[config.mk]
export PLATFORM = sky130hd
export DESIGN_NAME = data_mem_ctrl
export DESIGN_NICKNAME = d
export VERILOG_FILES = /design/src/rtl/data_mem_ctrl.sv
export SDC_FILE = /design/constraint.sdc
export NUM_CORES = 2
export LEC_CHECK = 0
export CORE_UTILIZATION = 55
export CTS_CLUSTER_SIZE = 25
export DETAILED_ROUTE_END_ITERATION = 8
export PLACE_DENSITY = 0.77
export SYNTH_ARGS = -nofsm -noshare
export SYNTH_HDL_FRONTEND = slang
export SYNTH_SLANG_ARGS = --single-unit
[constraint.sdc]
create_clock -name clk -period 4.8 [get_ports clk]
set_clock_uncertainty 0.05 [all_clocks]
set_input_delay 0.72 -clock clk [delete_from_list [all_inputs] [get_ports clk]]
set_output_delay 0.72 -clock clk [all_outputs]
set_load 0.05 [all_outputs]
[src/rtl/data_mem_ctrl.sv]
`default_nettype none
// ============================================================================
//  Module   : data_mem_ctrl
//  Brief    : Burst load/store controller over a 256-entry data memory.
//             IDLE accepts a request, BUSY performs len+1 beats at
//             consecutive (wrapping) addresses, and DONE pulses completion.
//  Revision : 1.0 - initial release
// ============================================================================
module data_mem_ctrl #(
    parameter int DW    = 8,
    parameter int DEPTH = 256
) (
    input  logic          clk,
    input  logic          reset,
    input  logic          req,
    input  logic          wr_en,
    input  logic [7:0]    base_addr,
    input  logic [1:0]    len,
    input  logic [DW-1:0] wdata,
    output logic          wready,
    output logic [DW-1:0] rdata,
    output logic          rvalid,
    output logic          busy,
    output logic          done
);

    localparam logic [1:0] S_IDLE = 2'd0;
    localparam logic [1:0] S_BUSY = 2'd1;
    localparam logic [1:0] S_DONE = 2'd2;

    logic [1:0]    state_q;
    logic [1:0]    state_d;
    logic [1:0]    cnt_q;
    logic          wr_q;
    logic [7:0]    base_q;
    logic [1:0]    len_q;
    logic [DW-1:0] rdata_q;
    logic          rvalid_q;
    logic [7:0]    beat_addr;
    logic          mem_we;
    logic          mem_re;

    // Contents start at zero; reset deliberately leaves them untouched.
    logic [DW-1:0] mem_q [DEPTH] = '{default: '0};

    // 8-bit sum wraps naturally from 0xFF to 0x00.
    assign beat_addr = base_q + {6'b0, cnt_q};

    // State register.
    always_ff @(posedge clk) begin
        if (reset) begin
            state_q <= S_IDLE;
        end else begin
            state_q <= state_d;
        end
    end

    // Next-state logic: one beat per BUSY cycle, last beat when count hits len.
    always_comb begin
        state_d = state_q;
        case (state_q)
            S_IDLE:  if (req) state_d = S_BUSY;
            S_BUSY:  if (cnt_q == len_q) state_d = S_DONE;
            S_DONE:  state_d = S_IDLE;
            default: state_d = S_IDLE;
        endcase
    end

    // Output decode; a store beat is suppressed while reset is asserted.
    always_comb begin
        busy   = (state_q != S_IDLE);
        done   = (state_q == S_DONE);
        mem_we = (state_q == S_BUSY) && wr_q && !reset;
        mem_re = (state_q == S_BUSY) && !wr_q;
        wready = mem_we;
        rdata  = rdata_q;
        rvalid = rvalid_q;
    end

    // Request capture and beat counting; inputs are only looked at in IDLE.
    always_ff @(posedge clk) begin
        if (reset) begin
            cnt_q  <= 2'd0;
            wr_q   <= 1'b0;
            base_q <= 8'd0;
            len_q  <= 2'd0;
        end else if (state_q == S_IDLE) begin
            cnt_q <= 2'd0;
            if (req) begin
                wr_q   <= wr_en;
                base_q <= base_addr;
                len_q  <= len;
            end
        end else if (state_q == S_BUSY) begin
            cnt_q <= cnt_q + 2'd1;
        end
    end

    // Registered load path: data appears with rvalid one cycle after the beat.
    always_ff @(posedge clk) begin
        if (reset) begin
            rdata_q  <= '0;
            rvalid_q <= 1'b0;
        end else begin
            rvalid_q <= mem_re;
            if (mem_re) begin
                rdata_q <= mem_q[beat_addr];
            end
        end
    end

    // Memory write port.
    always_ff @(posedge clk) begin
        if (mem_we) begin
            mem_q[beat_addr] <= wdata;
        end
    end

endmodule
`default_nettype wire

# --- Yosys cells after proc, flatten, opt, wreduce, memory -nomap -nowiden ---
# Memory sizes are Yosys's and may differ from the RTL's. A register that Yosys moved wholly into a read port is not among the register bits.
# Index checks and enable logic that the tools add are counted.
word_totals:
  input_bits: 22
  wordCells: 29
  mem_bits_rw: 2048
  out_inout_bits: 12
  regBits: 16
  memories: 1
memory_table:
  columns: ["memory", "depth", "width", "read_ports", "rd_clocked_by_memory_dff", "wr", "line", "source"]
  rows:
  - ["mem_q", 256, 8, 1, 1, 1, "44", "logic [DW-1:0] mem_q [DEPTH] = '{default: '0};"]
classes:
  reduce_logical: 10
  eq_ne: 5
  addsub: 2
  muxes: 5
ops:
  columns: ["cell", "n"]
  rows:
  - ["adder 8 x 2 -> 8 bit", 1]
  - ["two-way mux 2 bit", 2]
  - ["!= test 2 bit (second input constant)", 2]
  - ["case mux 2 bit (2 select lines)", 1]
  - ["AND reduction 2 bit", 2]
  - ["logical AND 1 bit", 3]
  - ["adder 2 x 1 -> 2 bit (second input constant)", 1]
  - ["== test 2 x 1 -> 1 bit (second input constant)", 1]
  - ["== test 2 bit", 1]
  - ["== test 2 bit (second input constant)", 1]
  - ["logical NOT 1 bit", 2]
  - ["logical NOT 2 bit", 1]
  - ["two-way mux 1 bit", 2]
  - ["nonzero test 2 bit", 1]
  - ["OR reduction 2 bit", 1]

# --- Longest topological paths before layout ---
logic_depth:
  word_depth: 5
  ltp_mapped: 14
  mapped_depth_nobuf: 10

# --- Least setup slack after synthesis ---
# OpenSTA, ideal clock, no wires.
synth_timing:
  path_type: "register to register"
  from: "reg cnt_q[0]"
  to: "reg rdata_q[5], in the netlist rdata[5], read port of mem_q"
  setup_ps: 125
  required_time_ps: 4625
  stages_incl_launch_ff: 11
  path_buffers: 3
  t_arrival_ps: 3352
  synth_period_minus_slack_ps: 3527
  slack_ps: 1273
  path_cell_list: "dfxtp_1 > ha_1 > fa_1 > buf_2 > clkbuf_1 > buf_1 > mux4_2 > mux4_2 > a22oi_1 > nand3_1 > o41a_1"
synth_between:
  elab_chain_cells: 1
synth_rtl:
  columns: ["item", "line", "source"]
  rows:
  - ["start: declaration", "33", "logic [1:0] cnt_q;"]
  - ["start signal: assignment", "95", "cnt_q <= cnt_q + 2'd1;"]
  - ["adder 8 x 2 -> 8 bit", "47", "assign beat_addr = base_q + {6'b0, cnt_q};"]
  - ["end: declaration", "37", "logic [DW-1:0] rdata_q;"]
# Every way passes these cells.
# A chain may end at the register's enable or synchronous reset.

# --- Worst setup path in the final report ---
layout_timing:
  from: "reg cnt_q[1]"
  to: "reg rdata_q[3], in the netlist rdata[3], read port of mem_q"
# The elaborated chain is that of the path after synthesis.

==> results.tsv <==
stage	metric	value	unit
yosys	Synth Flop Type	edfxtp_1	
yosys	Async S/R FF share, synth	0	%
die	CORE AREA	0.145	mm2
global_route	GRT busiest layer	met2	
power	switching power	0.00894	W
place	placed insts	5742	
timing	setup violators final	0	
worst_hold_path	Hold WC Path Type	in2reg	
worst_setup_path	worst-path maximum fanout	26	
worst_setup_path	Critical Path End Type	register	
yosys	mean area per synthesized cell	21.6	um2
clock_tree	CTS max path bufs	3	
routing	DRT antenna net count	0	
timing	min cycle time layout	4.69	ns
global_route	largest net degree at the start of global routing	150	
power	Static Leak	28.1	nW
yosys	synth warn	0	
global_route	met3 usage	8.55	%
clock_tree	Root Buffer	clkbuf_16	
status	outcome	completed	
die	die area	0.148	mm2
die	Cell Rows	140	
yosys	library cells used by synthesis	70	
worst_setup_path	worst r2r dst	rdata[3]	
place	Port Buffer Count	33	
clock_tree	clk sink count	2072	
routing	vias per cell	6.69	
global_route	total gr overflow	0	
power	sw frac	22.8	%
timing	Final period util	97.6	%
timing	Slew @ Worst Pin	1.25	ns
power	Clock power frac	40.2	%
clock_tree	Hold-fix buffers, CTS	0	
global_route	initial antenna violation count	11	
power	Pwr per Cell Area	428	mW/mm2
clock_tree	clock slew seen by the registers of the worst setup and hold paths	0.06	ns
worst_setup_path	Critical Path Start	cnt_q[1]	
power	Internal	0.0303	W
timing	fmax	213	MHz
clock_tree	htree depth	4	
yosys	register area share after synthesis	77.0	%
routing	via count	40900	
power	Flop pwr share	50.8	%
finish	Layout Cells excl Fill	6115	
yosys	Post-synth EDFFs	2048	
global_route	fraction of met2 tracks used by global routing	42.3	%
finish	final instance area	0.0916	mm2
die	IO Count	34	
die	starting density of the core	55.4	%
yosys	flops & latches, synth	2072	
place	dpl hpwl	122	mm
worst_setup_path	Worst Path Arrival	5.37	ns
worst_setup_path	FF-to-FF setup slack	0.11	ns
flow_run	max-cap check violation count	0	
worst_setup_path	RR Startpoint	cnt_q[1]	
worst_setup_path	Req. time, crit path	5.49	ns
global_route	gr usage total	28.1	%
yosys	synthesized area	0.0805	mm2
place	Placed Area	0.0849	mm2
global_route	first-pass GRT wire length	294	mm
yosys	Synthesized Nets	3750	
yosys	Post-Synthesis Cells	3725	
power	Combinational Power Share	9.0	%
clock_tree	CTS tree	done	
global_route	vias in the first global route	41300	
routing	Avg WL per Cell	33.4	um
clock_tree	Num CTS Buffers	196	
worst_setup_path	Worst setup endpoint	rdata[3]	
worst_hold_path	Hold Startpoint	wdata[4]	
global_route	met1 Use GR	38.6	%
timing	Slew headroom	16.4	%
finish	layout cell share with drive strength beyond 1	28.7	%
finish	Nets	4048	
worst_setup_path	CP Launch Type	register	
timing	Final Hold Vio Count	0	
clock_tree	# Post-CTS Setup Buffers	0	
finish	commonest non-fill, non-tap cell in the layout	edfxtp_1	
clock_tree	post_cts resized	0	
routing	Routed WL	204	mm
finish	Area growth syn-to-layout	13.8	%
timing	Max Slew Vio Count	0	
worst_setup_path	r2r worst-path depth	9	
die	die width	385	um
worst_setup_path	Setup Crit Path Kind	reg2reg	
routing	drt first pass iters	8	
timing	Final TNS setup	0	ns
die	Die Ht	385	um
power	maximum VDD drop	321	uV
routing	DRC	0	
timing	RSZ-0062 raised after global routing	no	
place	gpl congestion	0.931	
finish	commonest non-fill, non-tap cells in the layout	edfxtp_1, mux4_2, nor2_1	
clock_tree	Clock Latency Late Sink	0.86	ns
routing	DR iter-0 viols	6023	
==> final cells by class <==
class                      count  area [um2]
antenna                        4        10.0
clock buffer                 238        5070
clock inverter               131        1540
fill                        9278       53800
inverter                       7        26.3
multi-input combinational   1416       17500
sequential                  2072       62000
tap                         1917        2400
timing repair buffer         330        3030
==> worst min path at each step <==
stage,end,slack [ns],cells past startpoint
finish,mem_q[12][4],0.42,1
floorplan,rvalid,0.38,1
detailed placement,len_q[1],0.41,2
global route,mem_q[12][4],0.44,1
CTS,len_q[1],0.42,2
global placement,len_q[0],0.41,2
==> synthesized netlist by cell type (all sizes together) (5+ instances only) <==
| cell | instances | area, um2 |
|---|---|---|
| nand2 | 142 | 533 |
| o221ai | 6 | 52.6 |
| dfxtp | 24 | 480 |
| nand4 | 8 | 50.1 |
| clkbuf | 111 | 417 |
| mux2 | 15 | 169 |
| o21ai | 25 | 125 |
| mux4 | 565 | 12700 |
| o211ai | 5 | 37.5 |
| nand2b | 11 | 68.8 |
| nor2b | 15 | 96.3 |
| buf | 119 | 691 |
| and3 | 7 | 43.8 |
| inv | 7 | 26.3 |
| mux2i | 59 | 591 |
| a21oi | 48 | 240 |
| a22oi | 10 | 75.1 |
| a211oi | 20 | 150 |
| xnor2 | 5 | 43.8 |
| o22ai | 32 | 200 |
| nor2 | 296 | 1110 |
| a32oi | 6 | 52.6 |
| edfxtp | 2048 | 61500 |
| a31oi | 15 | 93.8 |
| nor3 | 23 | 115 |
| nand3 | 24 | 120 |
==> flip-flops by register name, summed over array words and instances, names as in the netlist <==
signal and flops:
cnt_q 2, len_q 2, wr_q 1, mem_q 2048, rdata 8, state_q 2
rvalid 1, base_q 8
==> metal layers <==
layer | up-vias | part of all wire, %
met2 | 2852 | 46
li1 | 16100 | -
met1 | 21300 | 36
met3 | 583 | 13
met5 | - | 0.071
met4 | 24 | 4.8
==> through the flow <==
stage	total power, W	worst slack, ns	util, %	hold WS (ns)
2_1_floorplan	0.0224	1.27	-	0.376
3_3_place_gp	0.0237	0.441	58.4	0.410
3_5_place_dp	0.0238	0.399	58.4	0.412
4_1_cts	0.0393	0.362	63.0	0.420
5_1_grt	0.0401	0.121	63.0	0.445
6_report	0.0392	0.115	63.0	0.419
==> cell families after synthesis <==
logic type | Yosys count | synth area share [%]
flip-flops | 2072 | 77.0
multiplexers | 639 | 16.8
AND/OR/NAND/NOR | 552 | 2.88
buffers and inverters | 237 | 1.41
AO/OA/AOI/OAI | 214 | 1.80
XOR/XNOR | 8 | 0.0871
adder cells (fa/ha/maj) | 3 | 0.0560
==> worst max-delay path, cell delays in order (launching register included) <==
cell      delay (ns)
dfxtp_1         0.39
ha_1            0.38
a21o_1          0.38
a221o_4         0.73
buf_4           0.43
mux4_2          0.64
a211oi_1        0.85
buf_4           0.25
o22ai_1         0.07
o31a_1          0.33
==> power by group through the flow <==
stage               clock [W]  sequential, W  combinational [W]
floorplan                   0         0.0203            0.00211
global placement            0         0.0203            0.00342
detailed placement          0         0.0203            0.00345
CTS                    0.0159         0.0199            0.00349
global route           0.0165         0.0199            0.00364
finish                 0.0158         0.0199            0.00352
(Power assumes the default switching activity.)
